[config.mk]
export PLATFORM = sky130hd
export DESIGN_NAME = string_null_scanner_flat
export DESIGN_NICKNAME = d
export VERILOG_FILES = /design/src/rtl/pov_pkg.sv /design/src/rtl/string_null_scanner_if.sv /design/src/rtl/string_slot_select.sv /design/src/rtl/string_null_scanner.sv /design/src/flat_wrapper.sv
export SDC_FILE = /design/constraint.sdc
export NUM_CORES = 1
export LEC_CHECK = 0
export ABC_AREA = 1
export CORE_MARGIN = 10
export CORE_UTILIZATION = 40
export DETAILED_ROUTE_END_ITERATION = 10
export PLACE_DENSITY = 0.63
export SLEW_MARGIN = 20
export SYNTH_ARGS = -nofsm -noshare
export SYNTH_HDL_FRONTEND = slang
export SYNTH_SLANG_ARGS = --single-unit
[constraint.sdc]
create_clock -name Clock -period 4.7 [get_ports Clock]
set_input_delay 0.705 -clock Clock [delete_from_list [all_inputs] [get_ports Clock]]
set_output_delay 0.705 -clock Clock [all_outputs]
set_load 0.005 [all_outputs]
[src/rtl/pov_pkg.sv]
// -----------------------------------------------------------------------------
// pov_pkg
//   Shared types and defaults for the POV display string logic.
//   - state_t  : scanner FSM states
//   - *_DEF    : default character geometry
//   - cnt_w_f  : width needed to hold a count in the range 0..nchars
// -----------------------------------------------------------------------------
package pov_pkg;

   typedef enum logic [1:0] {
      IDLE = 2'd0,
      SCAN = 2'd1,
      DONE = 2'd2
   } state_t;

   localparam int unsigned CHAR_W_DEF  = 11;
   localparam int unsigned NCHARS_DEF  = 7;
   localparam int unsigned DCHAR_W_DEF = 10;

   function automatic int unsigned cnt_w_f(input int unsigned nchars);
      return $clog2(nchars + 1);
   endfunction

endpackage

[src/rtl/string_null_scanner_if.sv]
// -----------------------------------------------------------------------------
// string_null_scanner_if
//   Bundles the control-side signals of string_null_scanner.
//   master : drives String/Pattern/Mode/CompareString/DataChar, reads results
//   slave  : the scanner itself
//   Strings are packed with bit 0 as the MSB; slot i is bits
//   [i*CHAR_W : i*CHAR_W+CHAR_W-1].
// -----------------------------------------------------------------------------
interface string_null_scanner_if
   import pov_pkg::*;
#(
   parameter int unsigned CHAR_W  = CHAR_W_DEF,
   parameter int unsigned NCHARS  = NCHARS_DEF,
   parameter int unsigned DCHAR_W = DCHAR_W_DEF
);

   localparam int unsigned CNT_W = cnt_w_f(NCHARS);
   localparam int unsigned STR_W = CHAR_W * NCHARS;

   logic [0:STR_W-1]   String;
   logic [0:STR_W-1]   Pattern;
   logic               Mode;
   logic               CompareString;
   logic               Busy;
   logic               Done;
   logic               NullString;
   logic [CNT_W-1:0]   CharCount;
   logic [CNT_W-1:0]   FirstNullIdx;
   logic               Match;
   logic [DCHAR_W-1:0] DataChar;
   logic               NullDataChar;

   modport master (
      output String, Pattern, Mode, CompareString, DataChar,
      input  Busy, Done, NullString, CharCount, FirstNullIdx, Match, NullDataChar
   );

   modport slave (
      input  String, Pattern, Mode, CompareString, DataChar,
      output Busy, Done, NullString, CharCount, FirstNullIdx, Match, NullDataChar
   );

endinterface

[src/rtl/string_slot_select.sv]
// -----------------------------------------------------------------------------
// string_slot_select
//   Combinational slot mux: returns slot[idx_i] of a packed string.
//   vec_i  : packed string, bit 0 = MSB, slot 0 at bits [0:CHAR_W-1]
//   idx_i  : slot index; out-of-range indices return zero
//   slot_o : selected slot, MSB first
// -----------------------------------------------------------------------------
module string_slot_select
   import pov_pkg::*;
#(
   parameter int unsigned CHAR_W = CHAR_W_DEF,
   parameter int unsigned NCHARS = NCHARS_DEF,
   parameter int unsigned CNT_W  = cnt_w_f(NCHARS_DEF)
) (
   input  logic [0:CHAR_W*NCHARS-1] vec_i,
   input  logic [CNT_W-1:0]         idx_i,
   output logic [CHAR_W-1:0]        slot_o
);

   always_comb begin
      slot_o = '0;
      for (int unsigned i = 0; i < NCHARS; i++) begin
         if (idx_i == CNT_W'(i)) begin
            slot_o = vec_i[i*CHAR_W +: CHAR_W];
         end
      end
   end

endmodule

[src/rtl/string_null_scanner.sv]
// -----------------------------------------------------------------------------
// string_null_scanner
//   On a CompareString strobe (accepted in IDLE) snapshots String, Pattern
//   and Mode, then scans one slot per clock with a fixed NCHARS-cycle scan.
//   Results are registered in DONE together with a one-cycle Done pulse and
//   hold until the next Done or Reset.
//   Clock        : rising-edge system clock
//   Reset        : synchronous, active-high
//   bus (slave)  : String, Pattern, Mode, CompareString, DataChar in;
//                  Busy, Done, NullString, CharCount, FirstNullIdx, Match,
//                  NullDataChar out
//   NullDataChar is a registered (DataChar == 0), independent of the FSM.
// -----------------------------------------------------------------------------
module string_null_scanner
   import pov_pkg::*;
#(
   parameter int unsigned CHAR_W  = CHAR_W_DEF,
   parameter int unsigned NCHARS  = NCHARS_DEF,
   parameter int unsigned DCHAR_W = DCHAR_W_DEF
) (
   input logic                  Clock,
   input logic                  Reset,
   string_null_scanner_if.slave bus
);

   localparam int unsigned      CNT_W    = cnt_w_f(NCHARS);
   localparam int unsigned      STR_W    = CHAR_W * NCHARS;
   localparam logic [CNT_W-1:0] LAST_IDX = CNT_W'(NCHARS - 1);
   localparam logic [CNT_W-1:0] NCHARS_C = CNT_W'(NCHARS);

   state_t             state_q, state_d;
   logic [CNT_W-1:0]   idx_q, idx_d;
   logic [0:STR_W-1]   str_q, str_d;
   logic [0:STR_W-1]   pat_q, pat_d;
   logic               mode_q, mode_d;

   // scan accumulators
   logic               allzero_q, allzero_d;
   logic               seen_q, seen_d;
   logic [CNT_W-1:0]   cnt_q, cnt_d;
   logic [CNT_W-1:0]   fnull_q, fnull_d;
   logic               eq_q, eq_d;

   // registered results
   logic               done_q, done_d;
   logic               nulls_q, nulls_d;
   logic [CNT_W-1:0]   charcnt_q, charcnt_d;
   logic [CNT_W-1:0]   fidx_q, fidx_d;
   logic               match_q, match_d;
   logic               ndc_q, ndc_d;

   logic [CHAR_W-1:0]  slot_s;
   logic [CHAR_W-1:0]  slot_p;

   string_slot_select #(
      .CHAR_W (CHAR_W),
      .NCHARS (NCHARS),
      .CNT_W  (CNT_W)
   ) u_sel_str (
      .vec_i  (str_q),
      .idx_i  (idx_q),
      .slot_o (slot_s)
   );

   string_slot_select #(
      .CHAR_W (CHAR_W),
      .NCHARS (NCHARS),
      .CNT_W  (CNT_W)
   ) u_sel_pat (
      .vec_i  (pat_q),
      .idx_i  (idx_q),
      .slot_o (slot_p)
   );

   always_comb begin
      state_d   = state_q;
      idx_d     = idx_q;
      str_d     = str_q;
      pat_d     = pat_q;
      mode_d    = mode_q;
      allzero_d = allzero_q;
      seen_d    = seen_q;
      cnt_d     = cnt_q;
      fnull_d   = fnull_q;
      eq_d      = eq_q;
      done_d    = 1'b0;
      nulls_d   = nulls_q;
      charcnt_d = charcnt_q;
      fidx_d    = fidx_q;
      match_d   = match_q;

      unique case (state_q)
         IDLE: begin
            if (bus.CompareString) begin
               state_d   = SCAN;
               str_d     = bus.String;
               pat_d     = bus.Pattern;
               mode_d    = bus.Mode;
               idx_d     = '0;
               allzero_d = 1'b1;
               seen_d    = 1'b0;
               cnt_d     = '0;
               // stays at NCHARS when no zero slot turns up
               fnull_d   = NCHARS_C;
               eq_d      = 1'b1;
            end
         end
         SCAN: begin
            allzero_d = allzero_q & (slot_s == '0);
            if ((slot_s == '0) && !seen_q) begin
               fnull_d = idx_q;
               seen_d  = 1'b1;
            end
            if ((slot_s != '0) && !seen_q) begin
               cnt_d = cnt_q + CNT_W'(1);
            end
            eq_d  = eq_q & (slot_s == slot_p);
            idx_d = idx_q + CNT_W'(1);
            if (idx_q == LAST_IDX) begin
               state_d = DONE;
            end
         end
         DONE: begin
            state_d   = IDLE;
            done_d    = 1'b1;
            nulls_d   = allzero_q;
            charcnt_d = cnt_q;
            fidx_d    = fnull_q;
            match_d   = mode_q & eq_q;
         end
         default: begin
            state_d = IDLE;
         end
      endcase
   end

   assign ndc_d = (bus.DataChar == '0);

   always_ff @(posedge Clock) begin
      if (Reset) begin
         state_q   <= IDLE;
         idx_q     <= '0;
         str_q     <= '0;
         pat_q     <= '0;
         mode_q    <= 1'b0;
         allzero_q <= 1'b0;
         seen_q    <= 1'b0;
         cnt_q     <= '0;
         fnull_q   <= '0;
         eq_q      <= 1'b0;
         done_q    <= 1'b0;
         nulls_q   <= 1'b0;
         charcnt_q <= '0;
         fidx_q    <= '0;
         match_q   <= 1'b0;
         ndc_q     <= 1'b0;
      end else begin
         state_q   <= state_d;
         idx_q     <= idx_d;
         str_q     <= str_d;
         pat_q     <= pat_d;
         mode_q    <= mode_d;
         allzero_q <= allzero_d;
         seen_q    <= seen_d;
         cnt_q     <= cnt_d;
         fnull_q   <= fnull_d;
         eq_q      <= eq_d;
         done_q    <= done_d;
         nulls_q   <= nulls_d;
         charcnt_q <= charcnt_d;
         fidx_q    <= fidx_d;
         match_q   <= match_d;
         ndc_q     <= ndc_d;
      end
   end

   assign bus.Busy         = (state_q == SCAN);
   assign bus.Done         = done_q;
   assign bus.NullString   = nulls_q;
   assign bus.CharCount    = charcnt_q;
   assign bus.FirstNullIdx = fidx_q;
   assign bus.Match        = match_q;
   assign bus.NullDataChar = ndc_q;

endmodule

[src/flat_wrapper.sv]
// flat-port wrapper written by rule: the top's interface ports become plain ports
module string_null_scanner_flat import pov_pkg::*;
#(
   parameter int unsigned CHAR_W  = CHAR_W_DEF,
   parameter int unsigned NCHARS  = NCHARS_DEF,
   parameter int unsigned DCHAR_W = DCHAR_W_DEF
)
  (Clock, Reset, bus_String, bus_Pattern, bus_Mode, bus_CompareString, bus_DataChar, bus_Busy, bus_Done, bus_NullString, bus_CharCount, bus_FirstNullIdx, bus_Match, bus_NullDataChar);
  string_null_scanner_if #(.CHAR_W(CHAR_W), .NCHARS(NCHARS), .DCHAR_W(DCHAR_W)) bus_i ();
  input logic Clock;
  input logic Reset;
  input wire logic [$bits(bus_i.String)-1:0] bus_String;
  input wire logic [$bits(bus_i.Pattern)-1:0] bus_Pattern;
  input wire logic [$bits(bus_i.Mode)-1:0] bus_Mode;
  input wire logic [$bits(bus_i.CompareString)-1:0] bus_CompareString;
  input wire logic [$bits(bus_i.DataChar)-1:0] bus_DataChar;
  output wire logic [$bits(bus_i.Busy)-1:0] bus_Busy;
  output wire logic [$bits(bus_i.Done)-1:0] bus_Done;
  output wire logic [$bits(bus_i.NullString)-1:0] bus_NullString;
  output wire logic [$bits(bus_i.CharCount)-1:0] bus_CharCount;
  output wire logic [$bits(bus_i.FirstNullIdx)-1:0] bus_FirstNullIdx;
  output wire logic [$bits(bus_i.Match)-1:0] bus_Match;
  output wire logic [$bits(bus_i.NullDataChar)-1:0] bus_NullDataChar;
  assign bus_i.String = bus_String;
  assign bus_i.Pattern = bus_Pattern;
  assign bus_i.Mode = bus_Mode;
  assign bus_i.CompareString = bus_CompareString;
  assign bus_i.DataChar = bus_DataChar;
  assign bus_Busy = bus_i.Busy;
  assign bus_Done = bus_i.Done;
  assign bus_NullString = bus_i.NullString;
  assign bus_CharCount = bus_i.CharCount;
  assign bus_FirstNullIdx = bus_i.FirstNullIdx;
  assign bus_Match = bus_i.Match;
  assign bus_NullDataChar = bus_i.NullDataChar;
  string_null_scanner #(.CHAR_W(CHAR_W), .NCHARS(NCHARS), .DCHAR_W(DCHAR_W)) u_core (.Clock(Clock), .Reset(Reset), .bus(bus_i));
endmodule
==> summary.md, run 1 <==
| Metric | Value |
|---|---|
| DR iter-0 viols | `642` |
| Count of non-filler cells in the finished layout | `1656` |
| Startpoint type of the worst setup path | `flip-flop` |
| Worst vdd ir | `0.2463 mV` |
| Routed via count | `8045` |
| Slowest cell on crit path | `dfxtp_1` |
| Slew @ Worst Pin | `864.5 ps` |
| Tcrit/Tclk final | `72.42%` |
| Placed instance count | `1625` |
| CTS tree | `yes` |
| Fmax | `293.8 MHz` |
| Total global-route track usage | `18.51%` |
| Clock Pin Slew Worst Setup and Hold Paths | `60 ps` |
| RSZ-0062 raised after global routing | `false` |
| # DRC | `0` |
| Critical Path Sink Type | `flip-flop` |
| Gp weighted congestion | `0.8717` |
| Clk buf depth | `2` |
| Vias in the first global route | `7684` |
| I/O Buffers | `178` |
| Outcome | `completed` |
| Critical path cell sequence | `inv_6 -> ha_1 -> inv_1 -> nand3_1 -> nand3_1 -> nand3_1 -> nand2_1 -> o21ai_2 -> nand4_1 -> nand3_2 -> a21oi_1 -> nor2_1` |
| Synth top area cells | `dfxtp_1 (43%), o21ai_0 (12%), nand2_1 (8.9%)` |
| Worst Path Max Fanout | `29` |
| Syn-to-layout area delta | `29.50%` |
| Flops & latches, synth | `179` |
| Initial antenna violation count | `0` |
| Area of the core | `20430 µm²` |
| Max_slew headroom | `42.37%` |
| Pwr/cell area | `359.1 nW/µm²` |
| Worst Clk Skew | `9.515 ps` |
| Synthesis Warnings | `0` |
| Post-placement cell area | `10220 µm²` |
| Final instance area | `10860 µm²` |
| Final core utilization | `53.17%` |
| Final setup fails | `0` |
| CTS Hold Bufs | `0` |
| Seq/Total Area, Yosys | `42.72%` |
| Root Driver | `clkbuf_16` |
| CTS sink count | `179` |
| Cts repair resizes | `0` |
| Post-route ant nets | `0` |
| CP Data Required Time | `5020 ps` |
| Dominant cell type by area after synthesis | `dfxtp_1` |
| DR vias/cell | `4.858` |
| Critical Path AT | `3730 ps` |
| Buf+Inv Stages, Crit Path | `2` |
| Share of cells above drive strength 1 | `5.556%` |
| Width of the chip | `164.8 µm` |
| Max Slew Vio Count | `0` |
| Crit path kind | `reg2reg` |
| GRT overflow | `0` |
| Routed len/inst | `15.48 µm` |
| Cell area after synthesis | `8388 µm²` |
| Number of H-tree levels | `4` |
| Library cells used by synthesis | `32` |
| Avg Cell Area, Syn | `6.705 µm²` |
| Die H | `164.8 µm` |
| First-pass GRT wire length | `39900 µm` |
| Area share of the largest cell type after synthesis | `42.72%` |
| Max-cap violations | `0` |
| P_leak | `4.555 nW` |
| I/O Pins | `179` |
| Drt first pass iters | `7` |
| Num rows | `52` |
| CP max stage delay | `710 ps` |
| Die ar. | `27160 µm²` |
| Post-CTS Setup Bufs | `0` |
| Number of diodes | `0` |
| Min Tclk post-route | `3404 ps` |
| Syn Nets | `1425` |
| Final Hold Violating Endpoints | `0` |
| Number of CTS-inserted buffers | `17` |
| Crit path top cell by count | `nand3_1` |
| Total routed wirelength | `25640 µm` |
| Worst-Skew Late Latency | `430 ps` |
| Synth Instances | `1251` |
| Initial core utilization | `41.06%` |
| Min-Delay Path Class | `reg2reg` |
| Final net count | `1548` |
| CP top delay family | `simple AND/OR/NAND/NOR gates` |
| Setup TNS | `0 ps` |
| Post-DP HPWL | `18780 µm` |
| Largest net degree at the start of global routing | `252` |
==> state kept, by name (all words and copies together) (netlist names), 2 cells and up <==
signal                   count
u_core.pat_q                77
u_core.str_q                77
u_core.bus.CharCount         3
u_core.bus.FirstNullIdx      3
u_core.cnt_q                 3
u_core.fnull_q               3
u_core.idx_q                 3
u_core.state_q               2
==> cell usage after synthesis (all sizes together) <==
master    n
clkinv    3
nand3    88
nand2   212
nand3b    4
o21ai   198
dfxtp   179
a21oi   110
nor2    200
clkbuf   58
or2      11
inv     153
nor4      3
buf      21
nand4     2
ha        6
nor3      1
xnor2     1
a22oi     1
==> worst register-to-register path, cell delays in order (launching register included) <==
cell and delay [ps]:
dfxtp_1 710, inv_6 140, ha_1 460, inv_1 690
nand3_1 160, nand3_1 150, nand3_1 190, nand2_1 140
o21ai_2 120, nand4_1 180, nand3_2 140, a21oi_1 170
nor2_1 60
==> final timing paths <==
check	startpoint	end	slack [ps]	depth (start not counted)
setup / recovery	u_core.idx_q[2]	u_core.cnt_q[0]	1300	12
hold / removal	u_core.pat_q[62]	u_core.pat_q[62]	450	2
setup reg to reg	u_core.idx_q[2]	u_core.cnt_q[0]	1300	12
hold reg to reg	u_core.pat_q[62]	u_core.pat_q[62]	450	2
==> per-stage QoR <==
stage	hold WS (ps)	setup slack, ps	total power, mW
after floorplan	424.5	2520	2.102
after global placement	437.7	1427	2.359
after detailed placement	443.1	1311	2.369
after CTS	452.7	1310	3.923
after global routing	476.5	923.0	4.075
final	449.3	1296	3.900
==> final cells by class <==
class | count | area [µm²]
timing repair buffer | 183 | 1832
multi-input combinational | 837 | 3877
tap | 270 | 337.8
inverter | 156 | 591.8
clock inverter | 9 | 176.4
sequential | 179 | 3583
fill | 2055 | 9567
clock buffer | 22 | 464.2
==> per-layer routing <==
layer / share of wire (%) / GRT usage, %
met5: 0 / 0
met4: 1.6 / 6.119
met3: 8.0 / 5.925
met2: 44 / 28.21
met1: 46 / 24.23
==> cells by family (layout without fill, tap and decap cells) <==
family	after synthesis	in the layout	synth area share, %
xor gates and xnor gates	1	1	0.1044
buffers and inverters	235	370	11.14
AOI/OAI and AO/OA	309	309	18.51
adders and majority gates	6	6	0.8950
DFF	179	179	42.72
and+or+nand+nor	521	521	26.63
==> report_power, final <==
part | switching (mW) | total, mW | internal [mW]
logic | 0.370 | 0.649 | 0.279
clock network | 0.595 | 1.56 | 0.970
registers | 0.0489 | 1.69 | 1.64
==> cell usage in the layout, fill, tap and decap left out, types with 5 or more instances in the layout <==
| cell type | n |
|---|---|
| ha_1 | 6 |
| clkbuf_16 | 17 |
| dfxtp_1 | 179 |
| or2_2 | 11 |
| nor2_1 | 193 |
| o21ai_0 | 194 |
| inv_2 | 7 |
| inv_1 | 145 |
| clkdlybuf4s50_1 | 178 |
| nor2_4 | 5 |
| a21oi_1 | 110 |
| nand3_1 | 86 |
| nand2_2 | 11 |
| bufinv_16 | 5 |
| nand2_1 | 199 |
(Power assumes the default switching activity.)
==> run 2, diff against run 1 <==
clock period = 3.4 ns   (was 4.7 ns; I/O delays follow)
==> summary.md, run 2 (synthesis gave the netlist of run 1 again) <==
| Metric | Value |
|---|---|
| Slew @ Worst Pin | `906.5 ps` |
| Final Hold Violating Endpoints | `0` |
| Total power | `5.158 mW` |
| P_leak | `4.538 nW` |
| First-pass GRT wire length | `39650 µm` |
| Vias in the first global route | `7679` |
| Share of cells above drive strength 1 | `5.827%` |
| Fill count | `2105` |
| Tcrit/Tclk final | `81.14%` |
| Gp weighted congestion | `0.8584` |
| Pwr/cell area | `475.7 nW/µm²` |
| Die ar. | `27160 µm²` |
| Hold path startpoint | `u_core.pat_q[61]` |
| Most common cell after layout, fill and taps aside | `nand2_1` |
| Most frequent cells in the layout | `nand2_1 (199), o21ai_0 (194), nor2_1 (193), dfxtp_1 (179), clkdlybuf4s50_1 (178)` |
| Largest net degree at the start of global routing | `252` |
| Post-CTS Setup Bufs | `0` |
| Root Driver | `clkbuf_16` |
| Buf+Inv Stages, Crit Path | `2` |
| Num rows | `52` |
| R2R Path Start | `u_core.idx_q[0]` |
| Crit path top cell by count | `nand2_1` |
| Critical Path Sink Type | `flip-flop` |
| Clock Pin Slew Worst Setup and Hold Paths | `70 ps` |
| Final core utilization | `53.07%` |
| Area of the core | `20430 µm²` |
| Drt first pass iters | `5` |
| Hold_ws | `452.0 ps` |
| Routed len/inst | `15.34 µm` |
| Initial antenna violation count | `0` |
| CP top delay family | `simple AND/OR/NAND/NOR gates` |
| Max-cap violations | `0` |
| Number of diodes | `0` |
| Initial core utilization | `41.06%` |
| DR iter-0 viols | `547` |
| Max_slew headroom | `39.56%` |
| Clk buf depth | `2` |
| GRT overflow | `0` |
| Endpoint, Worst Hold | `u_core.pat_q[61]` |
| CP Data Required Time | `3720 ps` |
| Total routed wirelength | `25460 µm` |
| Slowest cell on crit path | `nand2_2` |
| CTS sink count | `179` |
| Min Tclk post-route | `2759 ps` |
| Number of CTS-inserted buffers | `17` |
| Placed instance count | `1629` |
| Crit path kind | `reg2reg` |
| Final setup fails | `0` |
| # DRC | `0` |
| Worst Clk Skew | `7.912 ps` |
| Worst-Skew Late Latency | `430 ps` |
| CTS tree | `yes` |
| Fmax | `362.5 MHz` |
| Total global-route track usage | `18.34%` |
| Worst reg2reg path depth | `14` |
| RSZ-0062 raised after global routing | `false` |
| Post-DP HPWL | `18740 µm` |
| Min-Delay Path Class | `reg2reg` |
| CTS Hold Bufs | `0` |
| Die H | `164.8 µm` |
| Top flop regs | `u_core.pat_q (77), u_core.str_q (77)` |
| Max Slew Vio Count | `0` |
| I/O Buffers | `178` |
| Setup TNS | `0 ps` |
| Startpoint type of the worst setup path | `flip-flop` |
| Post-route ant nets | `0` |
| Critical path cell sequence | `inv_1 -> ha_1 -> nand2_2 -> inv_1 -> a21oi_1 -> nand2_1 -> nand2_1 -> nand2_1 -> nand3_2 -> nor2_1 -> nand4_1 -> nand3_2 -> a21oi_1 -> nor2_1` |
| Number of H-tree levels | `4` |
| Worst vdd ir | `0.3258 mV` |
| Width of the chip | `164.8 µm` |
| Outcome | `completed` |
| Count of non-filler cells in the finished layout | `1660` |
| R2r endpoint | `u_core.cnt_q[1]` |
| Cts repair resizes | `0` |
| CP max stage delay | `470 ps` |
| R2R Setup Slk | `640 ps` |
| Routed via count | `8066` |
| Critical Path AT | `3080 ps` |
| Final net count | `1552` |
| I/O Pins | `179` |
| Hold Path Stages | `2` |
| DR vias/cell | `4.859` |
| Worst Path Max Fanout | `37` |
| Syn-to-layout area delta | `29.27%` |
## run 2: worst max path at each step
| stage | from | endpoint | slack, ps | cells past startpoint |
|---|---|---|---|---|
| after floorplan | u_core.idx_q[2] | u_core.eq_q | 1220 | 19 |
| after global routing | u_core.idx_q[0] | u_core.cnt_q[0] | 340 | 14 |
| after detailed placement | u_core.idx_q[0] | u_core.cnt_q[1] | 710 | 17 |
| after CTS | u_core.idx_q[0] | u_core.cnt_q[1] | 690 | 17 |
| final | u_core.idx_q[0] | u_core.cnt_q[1] | 640 | 14 |
| after global placement | u_core.idx_q[0] | u_core.cnt_q[1] | 780 | 17 |
## run 2: cell type report
cell class | instances | area [µm²] | area share, %
Multi-Input combinational cell | 837 | 3877 | 35.76
Clock buffer | 20 | 436.7 | 4.027
Tap cell | 270 | 337.8 | 3.116
Sequential cell | 179 | 3583 | 33.05
Clock inverter | 11 | 128.9 | 1.189
Timing Repair Buffer | 187 | 1887 | 17.40
Inverter | 156 | 591.8 | 5.458
## run 2: metrics by stage
| stage | worst slack [ps] | cell area, µm² |
|---|---|---|
| floorplan | 1220 | 8388 |
| global placement | 775.2 | 10280 |
| detailed placement | 709.2 | 10280 |
| CTS | 688.6 | 10840 |
| global route | 338.1 | 10840 |
| finish | 641.2 | 10840 |
## run 2: worst min-delay path: cells and delay by family, from the launching register on
kind            cells  cell delay [ps]
compound gates      1               50
buf+inv             1               60
flops               1              300
## run 2: metal layers
layer	up-vias	part of all wire [%]	track usage, %
met5	-	0	0
met4	0	1.8	4.992
met3	31	7.1	5.726
met2	238	43	28.19
met1	3577	48	24.31
li1	4220	-	-
## run 2: where the power goes
part | total, mW | leakage, nW | switching [mW] | internal [mW]
Combinational | 0.901 | 2.79 | 0.511 | 0.390
Sequential | 2.33 | 1.48 | 0.0676 | 2.26
Clock | 1.93 | 0.265 | 0.841 | 1.08
==> run 3, diff against run 2 <==
clock period = 2.55 ns   (was 3.4 ns; I/O delays follow)
==> summary.md, run 3 (synthesis gave the netlist of run 1 again) <==
| Metric | Value |
|---|---|
| Outcome | `completed` |
| Comb pwr share | `17.5%` |
| Max_slew headroom | `61.30%` |
| CTS Hold Bufs | `0` |
| Clk buf depth | `2` |
| Worst-Skew Late Latency | `440 ps` |
| Die ar. | `27160 µm²` |
| Gp weighted congestion | `0.8815` |
| Hold Path Stages | `2` |
| Initial core utilization | `41.06%` |
| Max Slew Vio Count | `0` |
| Area of the core | `20430 µm²` |
| Hold_ws | `449.5 ps` |
| Hold path startpoint | `u_core.str_q[44]` |
| Startpoint type of the worst setup path | `flip-flop` |
| I/O Buffers | `178` |
| Worst Clk Skew | `7.458 ps` |
| Fmax | `420.5 MHz` |
| Number of H-tree levels | `4` |
| Routed via count | `8122` |
| Worst reg2reg path depth | `17` |
| Number of diodes | `0` |
| R2R Path Start | `u_core.idx_q[1]` |
| Worst Path Max Fanout | `9` |
| R2R Setup Slk | `170 ps` |
| DR vias/cell | `4.843` |
| Share of cells above drive strength 1 | `7.463%` |
| # DRC | `0` |
| P_leak | `4.662 nW` |
| RSZ-0062 raised after global routing | `false` |
| Largest net degree at the start of global routing | `120` |
| Num rows | `52` |
| Critical Path AT | `2740 ps` |
| I/O Pins | `179` |
| Critical Path Sink Type | `flip-flop` |
| Die H | `164.8 µm` |
| Top flop regs | `u_core.pat_q (77), u_core.str_q (77)` |
| Most common cell after layout, fill and taps aside | `nand2_1` |
| Final Hold Violating Endpoints | `0` |
| Setup TNS | `0 ps` |
| Worst vdd ir | `0.4242 mV` |
| Max-cap violations | `0` |
| Clock power frac | `38.6%` |
| Crit path kind | `reg2reg` |
| Endpoint, Worst Hold | `u_core.str_q[44]` |
| GRT overflow | `0` |
| CTS sink count | `179` |
| Width of the chip | `164.8 µm` |
| Final setup fails | `0` |
| Pwr/cell area | `638.8 nW/µm²` |
| Syn-to-layout area delta | `32.12%` |
| Routed len/inst | `14.99 µm` |
| Flop pwr share | `43.9%` |
| Total routed wirelength | `25130 µm` |
| First-pass GRT wire length | `39490 µm` |
| Tcrit/Tclk final | `93.25%` |
| Switch share | `27.27%` |
| CP Data Required Time | `2920 ps` |
| Number of CTS-inserted buffers | `17` |
| Drt first pass iters | `5` |
| Clock Pin Slew Worst Setup and Hold Paths | `70 ps` |
| DR iter-0 viols | `615` |
| Most frequent cells in the layout | `nand2_1 (199), nor2_1 (193), o21ai_0 (193), clkdlybuf4s50_1 (178), dfxtp_1 (176)` |
| Int Pwr | `5.149 mW` |
| Slew @ Worst Pin | `580.5 ps` |
| R2r endpoint | `u_core.eq_q` |
| Initial antenna violation count | `0` |
| Final worst setup slack | `172.1 ps` |
| Final net count | `1568` |
| Min-Delay Path Class | `reg2reg` |
| Total global-route track usage | `18.27%` |
| CTS tree | `yes` |
| Min Tclk post-route | `2378 ps` |
| Post-DP HPWL | `18890 µm` |
| Vias in the first global route | `7845` |
| Post-route ant nets | `0` |
| Root Driver | `clkbuf_16` |
| Switching power | `1.930 mW` |
| Post-placement setup slack | `125.0 ps` |
[run 3: cell types whose count changed in the layout (fill, tap and decap cells not counted), moves of 2 or more]
cell / delta
buf_12: +3
buf_4: +11
clkbuf_1: -3
clkinv_4: +2
dfxtp_1: -3
dfxtp_2: +2
[run 3: critical path, cell delays in order, from the launching register on]
cell      delay, ps
dfxtp_2         360
inv_1            80
ha_1            250
inv_2           100
nor2_4          240
buf_12          160
nand2_1          50
nand3_1          80
nand3_1         100
nand3_1         120
nand3_1          90
nand2_1         160
nand3b_1        100
nand2_1          80
nand2_1          50
nor2_1          110
nand3_1          80
a21oi_1         110
[run 3: repair_timing]
item | in CTS | in global routing
buffers inserted | 0 | 3
gates resized for setup | 0 | 10
endpoints found under the setup margin | 0 | 8
[run 3: per-stage QoR]
step,util [%],total power [mW],area (µm²),instances
after floorplan,-,3.873,8388,1251
after global placement,50.81,4.371,10380,1641
after detailed placement,50.81,4.385,10380,1641
after CTS,53.83,7.099,11000,1673
after global routing,54.24,7.423,11080,1677
final,54.24,7.079,11080,1677
[run 3: layer usage]
| metal | wire, µm | up-vias | GRT usage, % |
|---|---|---|---|
| met5 | 0 | - | 0 |
| met4 | 463 | 0 | 5.797 |
| met3 | 2027 | 31 | 5.651 |
| met2 | 11010 | 224 | 27.93 |
| met1 | 11630 | 3612 | 24.04 |
| li1 | - | 4255 | - |
[run 3: worst max-delay path by stage]
stage,startpoint,end,slack (ps)
after global routing,u_core.idx_q[1],u_core.cnt_q[0],0.009
final,u_core.idx_q[1],u_core.eq_q,170
after global placement,u_core.idx_q[0],u_core.cnt_q[2],150
after detailed placement,u_core.idx_q[1],u_core.cnt_q[0],130
after CTS,u_core.idx_q[0],u_core.cnt_q[0],100
after floorplan,u_core.idx_q[2],u_core.eq_q,370
[run 3: power by group through the flow]
stage	Sequential (mW)	Clock [mW]	Combinational, mW
6_report	3.11	2.73	1.24
5_1_grt	3.13	2.89	1.40
4_1_cts	3.11	2.77	1.22
3_5_place_dp	3.17	0	1.22
3_3_place_gp	3.17	0	1.21
2_1_floorplan	3.14	0	0.732
[run 3: layout make-up]
cell class | count | area (µm²)
Timing Repair Buffer | 202 | 2044
Fill cell | 2063 | 9348
Clock buffer | 18 | 439.2
Tap cell | 270 | 337.8
Sequential cell | 179 | 3590
Inverter | 156 | 591.8
Multi-Input combinational cell | 838 | 3901
Clock inverter | 14 | 177.7
